File: src/rtl/rs_drive_pkg.sv
// Shared types and helpers for the RS latch drive controller.
// Build option: RS_DRIVE_CTRL_SYNC_EN selects synchronised latch read-back in rs_drive_ctrl.
package rs_drive_pkg;

    typedef enum logic [1:0] {
        IDLE   = 2'd0,
        PULSE  = 2'd1,
        VERIFY = 2'd2,
        GAP    = 2'd3
    } state_t;

    localparam logic DIR_SET = 1'b1;
    localparam logic DIR_CLR = 1'b0;

    // Expected {q, qb} once the latch has taken the commanded direction.
    function automatic logic [1:0] target_pair(input logic dir);
        return (dir == DIR_SET) ? 2'b10 : 2'b01;
    endfunction

endpackage

File: src/rtl/rs_sync2.sv
// 1-bit two-flop synchroniser with asynchronous active-high reset to 0.
module rs_sync2 (
    input  logic clk,
    input  logic rst,
    input  logic d,
    output logic q
);

    logic meta;

    always_ff @(posedge clk or posedge rst) begin
        if (rst) begin
            meta <= 1'b0;
            q    <= 1'b0;
        end else begin
            meta <= d;
            q    <= meta;
        end
    end

endmodule

File: src/rtl/rs_drive_ctrl.sv
// Drives mutually exclusive s/r pulses into a NOR RS latch and confirms the result on q/qb.
// Define RS_DRIVE_CTRL_SYNC_EN to pass q/qb through 2-flop synchronisers before comparison.
module rs_drive_ctrl
    import rs_drive_pkg::*;
#(
    parameter int PULSE_W = 4,
    parameter int GAP_W   = 2,
    parameter int TIMEOUT = 8
) (
    input  logic clk,
    input  logic rst,
    input  logic set_req,
    input  logic clr_req,
    input  logic q,
    input  logic qb,
    output logic s,
    output logic r,
    output logic busy,
    output logic done,
    output logic err
);

    localparam int MAX_PG  = (PULSE_W > GAP_W) ? PULSE_W : GAP_W;
    localparam int MAX_ALL = (MAX_PG > TIMEOUT) ? MAX_PG : TIMEOUT;
    localparam int CNT_W   = $clog2(MAX_ALL + 1);

    localparam logic [CNT_W-1:0] PULSE_RELOAD   = CNT_W'(PULSE_W);
    localparam logic [CNT_W-1:0] GAP_RELOAD     = CNT_W'(GAP_W);
    localparam logic [CNT_W-1:0] TIMEOUT_RELOAD = CNT_W'(TIMEOUT);
    localparam logic [CNT_W-1:0] CNT_ONE        = CNT_W'(1);

    logic q_seen;
    logic qb_seen;

`ifdef RS_DRIVE_CTRL_SYNC_EN
    rs_sync2 u_sync_q (
        .clk (clk),
        .rst (rst),
        .d   (q),
        .q   (q_seen)
    );

    rs_sync2 u_sync_qb (
        .clk (clk),
        .rst (rst),
        .d   (qb),
        .q   (qb_seen)
    );
`else
    assign q_seen  = q;
    assign qb_seen = qb;
`endif

    state_t           state;
    logic [CNT_W-1:0] cnt;
    logic             dir;

    logic [1:0] seen;
    logic       one_req;
    logic       req_dir;
    logic       idle_match;
    logic       verify_match;

    assign seen         = {q_seen, qb_seen};
    assign one_req      = set_req ^ clr_req;
    assign req_dir      = set_req ? DIR_SET : DIR_CLR;
    // q==qb never equals a target pair, so it always counts as a mismatch.
    assign idle_match   = (seen == target_pair(req_dir));
    assign verify_match = (seen == target_pair(dir));

    always_ff @(posedge clk or posedge rst) begin
        if (rst) begin
            state <= IDLE;
            cnt   <= '0;
            dir   <= DIR_CLR;
            s     <= 1'b0;
            r     <= 1'b0;
            busy  <= 1'b0;
            done  <= 1'b0;
            err   <= 1'b0;
        end else begin
            done <= 1'b0;
            case (state)
                IDLE: begin
                    s <= 1'b0;
                    r <= 1'b0;
                    if (set_req && clr_req) begin
                        err <= 1'b1;
                    end else if (one_req) begin
                        dir  <= req_dir;
                        err  <= 1'b0;
                        busy <= 1'b1;
                        if (idle_match) begin
                            done  <= 1'b1;
                            state <= GAP;
                            cnt   <= GAP_RELOAD;
                        end else begin
                            state <= PULSE;
                            cnt   <= PULSE_RELOAD;
                        end
                    end
                end

                // First PULSE cycle is a setup cycle; s/r then stay high for PULSE_W cycles.
                PULSE: begin
                    if (cnt != '0) begin
                        s   <= (dir == DIR_SET);
                        r   <= (dir == DIR_CLR);
                        cnt <= cnt - CNT_ONE;
                    end else begin
                        s     <= 1'b0;
                        r     <= 1'b0;
                        state <= VERIFY;
                        cnt   <= TIMEOUT_RELOAD;
                    end
                end

                VERIFY: begin
                    s <= 1'b0;
                    r <= 1'b0;
                    if (verify_match) begin
                        done  <= 1'b1;
                        state <= GAP;
                        cnt   <= GAP_RELOAD;
                    end else if (cnt <= CNT_ONE) begin
                        err   <= 1'b1;
                        state <= GAP;
                        cnt   <= GAP_RELOAD;
                    end else begin
                        cnt <= cnt - CNT_ONE;
                    end
                end

                GAP: begin
                    s <= 1'b0;
                    r <= 1'b0;
                    if (cnt <= CNT_ONE) begin
                        state <= IDLE;
                        busy  <= 1'b0;
                        cnt   <= '0;
                    end else begin
                        cnt <= cnt - CNT_ONE;
                    end
                end

                default: begin
                    state <= IDLE;
                    cnt   <= '0;
                    s     <= 1'b0;
                    r     <= 1'b0;
                    busy  <= 1'b0;
                end
            endcase
        end
    end

endmodule

File: config.mk
export PLATFORM = sky130hd
export DESIGN_NAME = rs_drive_ctrl
export DESIGN_NICKNAME = d
export VERILOG_FILES = /design/src/rtl/rs_drive_pkg.sv /design/src/rtl/rs_sync2.sv /design/src/rtl/rs_drive_ctrl.sv
export SDC_FILE = /design/constraint.sdc
export NUM_CORES = 1
export LEC_CHECK = 0
export ABC_AREA = 1
export ABC_CLOCK_PERIOD_IN_PS = 1500
export CAP_MARGIN = 10
export CORE_ASPECT_RATIO = 0.8
export CORE_MARGIN = 2
export CORE_UTILIZATION = 35
export CTS_BUF_LIST = sky130_fd_sc_hd__clkbuf_8
export CTS_CLUSTER_SIZE = 28
export DETAILED_ROUTE_END_ITERATION = 10
export GPL_TIMING_DRIVEN = 0
export MAX_ROUTING_LAYER = met4
export PLACE_DENSITY = 0.6
export SETUP_SLACK_MARGIN = 0.05
export SYNTH_ARGS = -nofsm -noshare
export SYNTH_HDL_FRONTEND = slang
export SYNTH_SLANG_ARGS = --single-unit
export TNS_END_PERCENT = 1
File: constraint.sdc
create_clock -name clk -period 1.5 [get_ports clk]
set_input_delay 0.3 -clock clk [delete_from_list [all_inputs] [get_ports clk]]
set_output_delay 0.3 -clock clk [all_outputs]
set_load 0.01 [all_outputs]
# Yosys cells after proc, flatten, opt, wreduce, memory -nomap -nowiden
# Index checks and enable logic that the tools add are counted.
[totals]
register_bits = 12
in_bits = 6
out_inout_bits = 5
word_cells = 74
[classes]
add_sub_neg = 1
n_lt_le_gt_ge = 1
n_eq_ne = 13
mux = 37
bitwise_logic = 3
reduce_logical = 11
[op_table]
columns = ["op", "n"]
rows = [
  ["$mux 4", 6],
  ["$mux 2", 9],
  ["$pmux 4 s4", 1],
  ["$mux 1", 14],
  ["$ne 2x2->1 const B", 6],
  ["$pmux 1 s2", 5],
  ["$pmux 2 s4", 1],
  ["$reduce_and 4->1", 2],
  ["$ne 3x3->1 const B", 2],
  ["$reduce_and 5->1", 1],
  ["$eq 2x2->1", 2],
  ["$eq 2x2->1 const B", 2],
  ["$le 4x1->1 const B", 1],
  ["$reduce_bool 2->1", 2],
  ["$reduce_bool 4->1", 1],
  ["$sub 4x1->4 const B", 1],
  ["$mux 3", 1],
  ["$reduce_and 3->1", 1],
  ["$reduce_or 3->1", 1],
  ["$eq 2x1->1 const B", 1],
  ["$logic_not 2->1", 1],
  ["$not 1->1", 2],
  ["$reduce_and 2->1", 1],
  ["$logic_and 1x1->1", 1],
  ["$xor 1x1->1", 1],
]

# Logic depth before layout (Yosys ltp)
# Gate-level depths: netlist of run 1.
[logic_depth]
word_depth = 7
depth_mapped = 13
mapped_depth_nobuf = 13

# Worst setup path after synthesis of run 1
# Ideal clock, no wire load.
[synth_timing]
path_kind = "register to register"
startpoint = "register cnt[0]"
endpoint = "register cnt[2]"
setup_time_ns = 0.116
t_arrival_ns = 1.236
required_ns = 1.384
slack_ns = 0.147
path_stages_with_launch = 14
path_buffers = 0
period_less_slack_ns = 1.353
path_cell_list = "dfrtp_1 inv_1 ha_1 inv_1 nand2_1 nand2_1 nand2_2 nand2_2 clkinv_2 nand2_4 nand2_1 nand2_1 nand2_1 nand2_1"
[synth_via]
elab_chain_cells = 4
elab_cells_between_ends = 8
cone_classes = "1 x add/sub; 1 x order compare; 5 x mux; 1 x reduce/logical"
[synth_rtl]
columns = ["element", "line", "rtl"]
rows = [
  ["from (decl)", "rs_drive_ctrl.sv:55", "logic [CNT_W-1:0] cnt;"],
  ["from (signal assigned)", "rs_drive_ctrl.sv:109", "cnt <= cnt - CNT_ONE;"],
  ["from (signal assigned)", "rs_drive_ctrl.sv:130", "cnt <= cnt - CNT_ONE;"],
  ["from (signal assigned)", "rs_drive_ctrl.sv:142", "cnt <= cnt - CNT_ONE;"],
  ["$sub 4x1->4 / $le 4x1->1 (equally long branches)", "n/a", ""],
  ["$mux 4", "rs_drive_ctrl.sv:125", "end else if (cnt <= CNT_ONE) begin"],
  ["$mux 4", "rs_drive_ctrl.sv:121", "if (verify_match) begin"],
  ["$pmux 4 s4 (*)", "rs_drive_ctrl.sv:83", "case (state)"],
]
# Mark *: on every way between the ends. The rest lies on a longest branch, timed or not.
# A chain may end at the register's enable or synchronous reset.

# Worst setup path after layout of run 1
[layout_timing]
startpoint = "register cnt[1]"
endpoint = "register state[0]"
[layout_via]
elab_chain_cells = 3
elab_cells_between_ends = 6
cone_classes = "1 x order compare; 3 x eq/ne; 2 x reduce/logical"
[layout_rtl]
columns = ["element", "line", "rtl"]
rows = [
  ["$le 4x1->1 / $reduce_bool 4->1 (equally long branches)", "rs_drive_ctrl.sv:125, rs_drive_ctrl.sv:137, rs_drive_ctrl.sv:106", ""],
  ["$ne 3x3->1 (no line) / $ne 2x2->1 (equally long branches)", "n/a", ""],
  ["$reduce_and 5->1 (no line) (*)", "n/a", ""],
  ["to (signal assigned)", "rs_drive_ctrl.sv:123", "state <= GAP;"],
  ["to (signal assigned)", "rs_drive_ctrl.sv:127", "state <= GAP;"],
  ["to (signal assigned)", "rs_drive_ctrl.sv:138", "state <= IDLE;"],
  ["to (decl)", "rs_drive_ctrl.sv:54", "state_t state;"],
]
# Marked as above.

==> results of run 1 <==
layout make-up:
| cell class | count | area (um^2) |
|---|---|---|
| flip-flops and latches | 12 | 300 |
| repair buffers | 17 | 159 |
| inverters | 21 | 80.1 |
| multi-input cells | 73 | 480 |
| well taps | 25 | 31.3 |
| clock buffers | 3 | 41.3 |
| fillers | 195 | 1070 |
sequential cells by signal (all words and copies together) (netlist names):
signal  count
cnt         4
state       2
busy        1
dir         1
done        1
err         1
r           1
s           1
timing repair:
action	4_1_cts	5_1_grt
buffers inserted	1	6
pin swaps	1	5
setup endpoints to repair	8	10
gates resized for setup	10	13
hold buffers	0	0
Yosys cell counts, drive strengths merged:
cell / number / area [um^2]
dfrtp: 12 / 300
nor2: 6 / 32.5
xor2: 2 / 17.5
nand4: 1 / 6.26
clkinv: 1 / 5.00
nand3: 7 / 35.0
ha: 9 / 113
inv: 20 / 75.1
a32oi: 1 / 8.76
a21oi: 2 / 10.0
nand2: 36 / 153
o21ai: 8 / 40.0
a31oi: 1 / 6.26
routing by layer:
layer / vias up / wire length (um)
li1: 368 / -
met1: 321 / 793
met2: 20 / 789
met3: 2 / 113
met4: 0 / 7
met5: - / 0
cells by family (layout without fill, tap and decap cells):
group | Yosys count | count (layout) | share of synthesized area (%)
buffers and inverters | 21 | 41 | 9.98
XOR/XNOR | 2 | 2 | 2.18
flip-flops | 12 | 12 | 37.4
AND/OR/NAND/NOR | 50 | 50 | 28.2
AO/OA/AOI/OAI | 12 | 12 | 8.11
adder cells (fa/ha/maj) | 9 | 9 | 14.0
path summary, 6_finish.rpt:
check                        from  endpoint  slack [ns]  cells after the start
setup / recovery           cnt[1]  state[0]        0.07                     11
hold / removal                rst    cnt[1]        0.37                      2
setup reg to reg           cnt[1]  state[0]        0.07                     11
hold reg to reg               err       err        0.48                      2
max in group asynchronous     rst      done        0.82                      2
min in group clk              err       err        0.48                      2
power by group:
part	switching [uW]	total, uW	internal [uW]
registers	101	571	470
clock network	114	290	177
logic	812	1430	623
total	1030	2300	1270
stage by stage:
step / setup WS (ns) / total power (uW) / utilization, % / cells / setup TNS [ns]
floorplan: 0.147 / 1440 / - / 106 / 0
global placement: -0.438 / 1750 / 43.2 / 141 / -2.41
detailed placement: -0.463 / 1760 / 43.2 / 141 / -2.68
CTS: 0.00678 / 2130 / 47.0 / 145 / 0
global route: -0.0507 / 2520 / 50.6 / 151 / -0.0874
finish: 0.0711 / 2300 / 50.6 / 151 / 0
worst max-delay path, cell delays in order (launching register included):
cell and delay (ns):
dfrtp_1 0.39, inv_2 0.10, buf_4 0.11, ha_1 0.13, nand2_1 0.08, nand2_2 0.11, nand2_2 0.06, clkinv_2 0.06
nand2_4 0.06, nor2_4 0.11, nand2_1 0.07, o21ai_1 0.07
==> metrics.cfg, run 1 <==
[final_layout]
insertedDiodeCount = 0
layout_commonest_cell = nand2_1
drive_gt1_share_pct = 27.0
fin_area_um2 = 1090
final_cell_mix = 27 x nand2_1, 13 x inv_1, 12 x dfrtp_1
area_growth_pct = 36.2
final_nets = 143

[placed_design]
dp_hpwl_mm = 1.23
io_buffer_count = 10
place.gp.congestion = 0.828
place_area_um2 = 933

[timing]
clock_skew_ns = 0.00207
hold_violations = 0
finalSetupViolCount = 0
fmax_mhz = 700
period_share_pct = 95.3
drv_slew = 0
worst_pin_slew_ns = 0.461
rsz0062_at_grt = yes
timing.hold.ws_ns = 0.368
period_minus_slack_ns = 1.43
maxSlewHeadroom_pct = 69.2

[clock_network]
path_clk_slew_ns = 0.05
ctsLongestPathBuffers = 2
numCtsBuffers = 3
h-tree-depth = 1
cts_root_buffer = clkbuf_8
cts_tree = yes
clk_latency_ns = 0.24
cts_sinks = 12

[power_and_ir_drop]
power_density_nw_per_um2 = 2100
leakage_uw = 0.000587
peakVddDrop_uv = 1020

[grt]
grt.total_usage_pct = 14.9
met1_usage_pct = 18.5
grt-busiest-layer = met2
grt_start_max_net_pins = 13
antenna_found_initial = 0
grt_pass1_wl_mm = 2.93
met2_usage_pct = 23.4
grt-ovfl-total = 0
grtUsageMet3_pct = 6.06
first_global_vias = 674

[routing]
wire_per_inst_um = 11.3
drt_iter0_markers = 14
dr.pass1.iters = 4
drc = 0
vias = 711
antenna_left = 0
finalWirelength_mm = 1.70
viasPerCell = 4.71

[die]
rows = 15
die_w_um = 57.5
die_area_um2 = 2690
core-area_um2 = 2160
io_pins = 11
start_util_pct = 37.2
fp.dieH_um = 46.8

[synth]
yosysWarnings = 0
avgSynthCellArea_um2 = 7.57
ys_seq_elements = 12
synthesis.nets = 121
synth.distinct_cells = 18
synth_area_um2 = 802
yosysSeqAreaShare_pct = 37.4
syn_inst = 106

[flow_run]
max_cap_violations = 0

[critical_path]
required_ns = 1.67
cp-end-kind = flop
crit_fanout = 4
critPathArrivalTime_ns = 1.60
criticalPathCategory = flop to flop
start_kind = flop

[run_status]
outcome = complete, no violations

[min_path]
hp-class = primary input to asynchronous set/reset pin

Power figures use the tool's default switching activity.
==> run 2: changes to the inputs <==
CORE_UTILIZATION = 30   (was 35)
PLACE_DENSITY = 0.54   (was 0.6)
SLEW_MARGIN = 10   (was unset)
==> metrics.cfg, run 2 (synthesis results as in run 1) <==
[routing]
dr.pass1.iters = 4
vias = 711
drt_iter0_markers = 7
finalWirelength_mm = 1.75
drc = 0
viasPerCell = 4.36
antenna_left = 0
wire_per_inst_um = 10.8

[timing]
period_minus_slack_ns = 1.43
rsz0062_at_grt = yes
worst_pin_slew_ns = 0.472
fmax_mhz = 697
clock_skew_ns = 0.000726
maxSlewHeadroom_pct = 68.5
finalSetupViolCount = 0
worst_slack_ns = 0.0659
finalSetupTns_ns = 0
hold_violations = 0
drv_slew = 0
period_share_pct = 95.6

[power_and_ir_drop]
leakage_uw = 0.000608
clockPowerShare_pct = 14.5
p_switching_uw = 1120
intPower_uw = 1380
p_seq_share_pct = 23.0
p_comb_share_pct = 62.4
peakVddDrop_uv = 916
power_density_nw_per_um2 = 2140
swShare_pct = 44.9

[critical_path]
cp-end-kind = flop
start_kind = flop
r2r-end = state[0]
criticalPathCategory = flop to flop
crit_fanout = 4
reg2regPathDepth = 12
ff2ff_setup_slack_ns = 0.07
critPathArrivalTime_ns = 1.61
required_ns = 1.67
worstSetupEndpoint = state[0]
crit_start = cnt[1]
reg2reg_from = cnt[1]

[grt]
grt.total_usage_pct = 14.0
grt-ovfl-total = 0
grt_pass1_wl_mm = 2.99
grt_start_max_net_pins = 13
first_global_vias = 673
antenna_found_initial = 0

[final_layout]
layout_commonest_cell = nand2_1
drive_gt1_share_pct = 29.9
top_register = cnt
final_nets = 143
nFillCells = 268
fin_util_pct = 46.6
area_growth_pct = 45.4
final_cell_mix = 26 x nand2_1, 12 x inv_1, 12 x dfrtp_1, 8 x inv_2
largestRegisters = cnt x4, state x2
insertedDiodeCount = 0
fin_area_um2 = 1170
stdcell_count = 163
largest_reg_flops = 4

[die]
die_w_um = 61.8
die_area_um2 = 3110
start_util_pct = 32.0
rows = 16
fp.dieH_um = 50.2
core-area_um2 = 2500
io_pins = 11

[clock_network]
cts_root_buffer = clkbuf_8
cts_tree = yes
path_clk_slew_ns = 0.05
clk_latency_ns = 0.25
numCtsBuffers = 3
h-tree-depth = 1
cts_sinks = 12
ctsLongestPathBuffers = 2

[min_path]
hp-class = primary input to asynchronous set/reset pin

[placed_design]
io_buffer_count = 10
pre_cts_slack_ns = -0.472
place.gp.congestion = 0.888
dp_hpwl_mm = 1.28
place_area_um2 = 947
dp_cells = 152

[run_status]
outcome = complete, no violations

[flow_run]
max_cap_violations = 0

run 2: cell count changes in the layout (fill, tap and decap cells not counted):
| cell | change |
|---|---|
| inv_1 | -1 |
| ha_1 | -1 |
| inv_4 | +1 |
| clkinv_2 | -1 |
| nand2_2 | -3 |
| nand2_4 | +4 |
| ha_2 | -1 |
| o21ai_1 | +1 |
| inv_2 | +1 |
| nand2_1 | -1 |
| ha_4 | +2 |
| o21ai_0 | -1 |
| clkbuf_8 | +1 |
run 2: worst min path at each step:
stage                     start   end  slack (ns)  depth (start not counted)
after floorplan             rst  busy        0.16                          1
after global placement      dir     r        0.48                          1
after detailed placement    err   err        0.48                          2
after CTS                   rst     s        0.39                          2
after global routing        rst     s        0.44                          2
final                       rst     s        0.37                          2
run 2: repair_timing:
action / in CTS / in global routing
setup buffers: 3 / 4
pin swaps: 2 / 9
hold buffers: 0 / 0
setup endpoints to repair: 8 / 10
resized for setup: 13 / 21
run 2: critical path, cell delays in order (launching register included):
cell and delay [ns]:
dfrtp_1 0.41, inv_2 0.13, ha_4 0.16, inv_2 0.04
nand2_4 0.07, nand2_4 0.06, nand2_4 0.08, nand2_4 0.05
inv_4 0.06, nand2_4 0.05, nor2_4 0.12, nand2_1 0.07
o21ai_1 0.07
run 2: layout make-up:
class / instances / area (um^2) / share of cell area, %
Inverter: 21 / 81.3 / 6.97
Multi-Input combinational cell: 73 / 526 / 45.1
Timing Repair Buffer: 17 / 159 / 13.6
Clock buffer: 4 / 55.1 / 4.72
Tap cell: 36 / 45.0 / 3.86
Sequential cell: 12 / 300 / 25.8
run 2: routing by layer:
metal	share of wire [%]	global-route usage (%)	wire, um
met2	42	18.1	734
met3	5.3	4.64	93
met1	51	19.6	886
met5	0	-	0
met4	2.3	6.38	40
run 2: through the flow:
stage | power (uW) | hold WS (ns)
2_1_floorplan | 1440 | 0.165
3_3_place_gp | 1750 | 0.475
3_5_place_dp | 1760 | 0.480
4_1_cts | 2230 | 0.394
5_1_grt | 2750 | 0.441
6_report | 2500 | 0.371
run 2: power groups by stage:
stage | Sequential, uW | Clock (uW) | Combinational, uW
after global routing | 593 | 385 | 1770
final | 575 | 363 | 1560
after floorplan | 579 | 0 | 857
after CTS | 572 | 370 | 1290
after global placement | 566 | 0 | 1190
after detailed placement | 571 | 0 | 1190
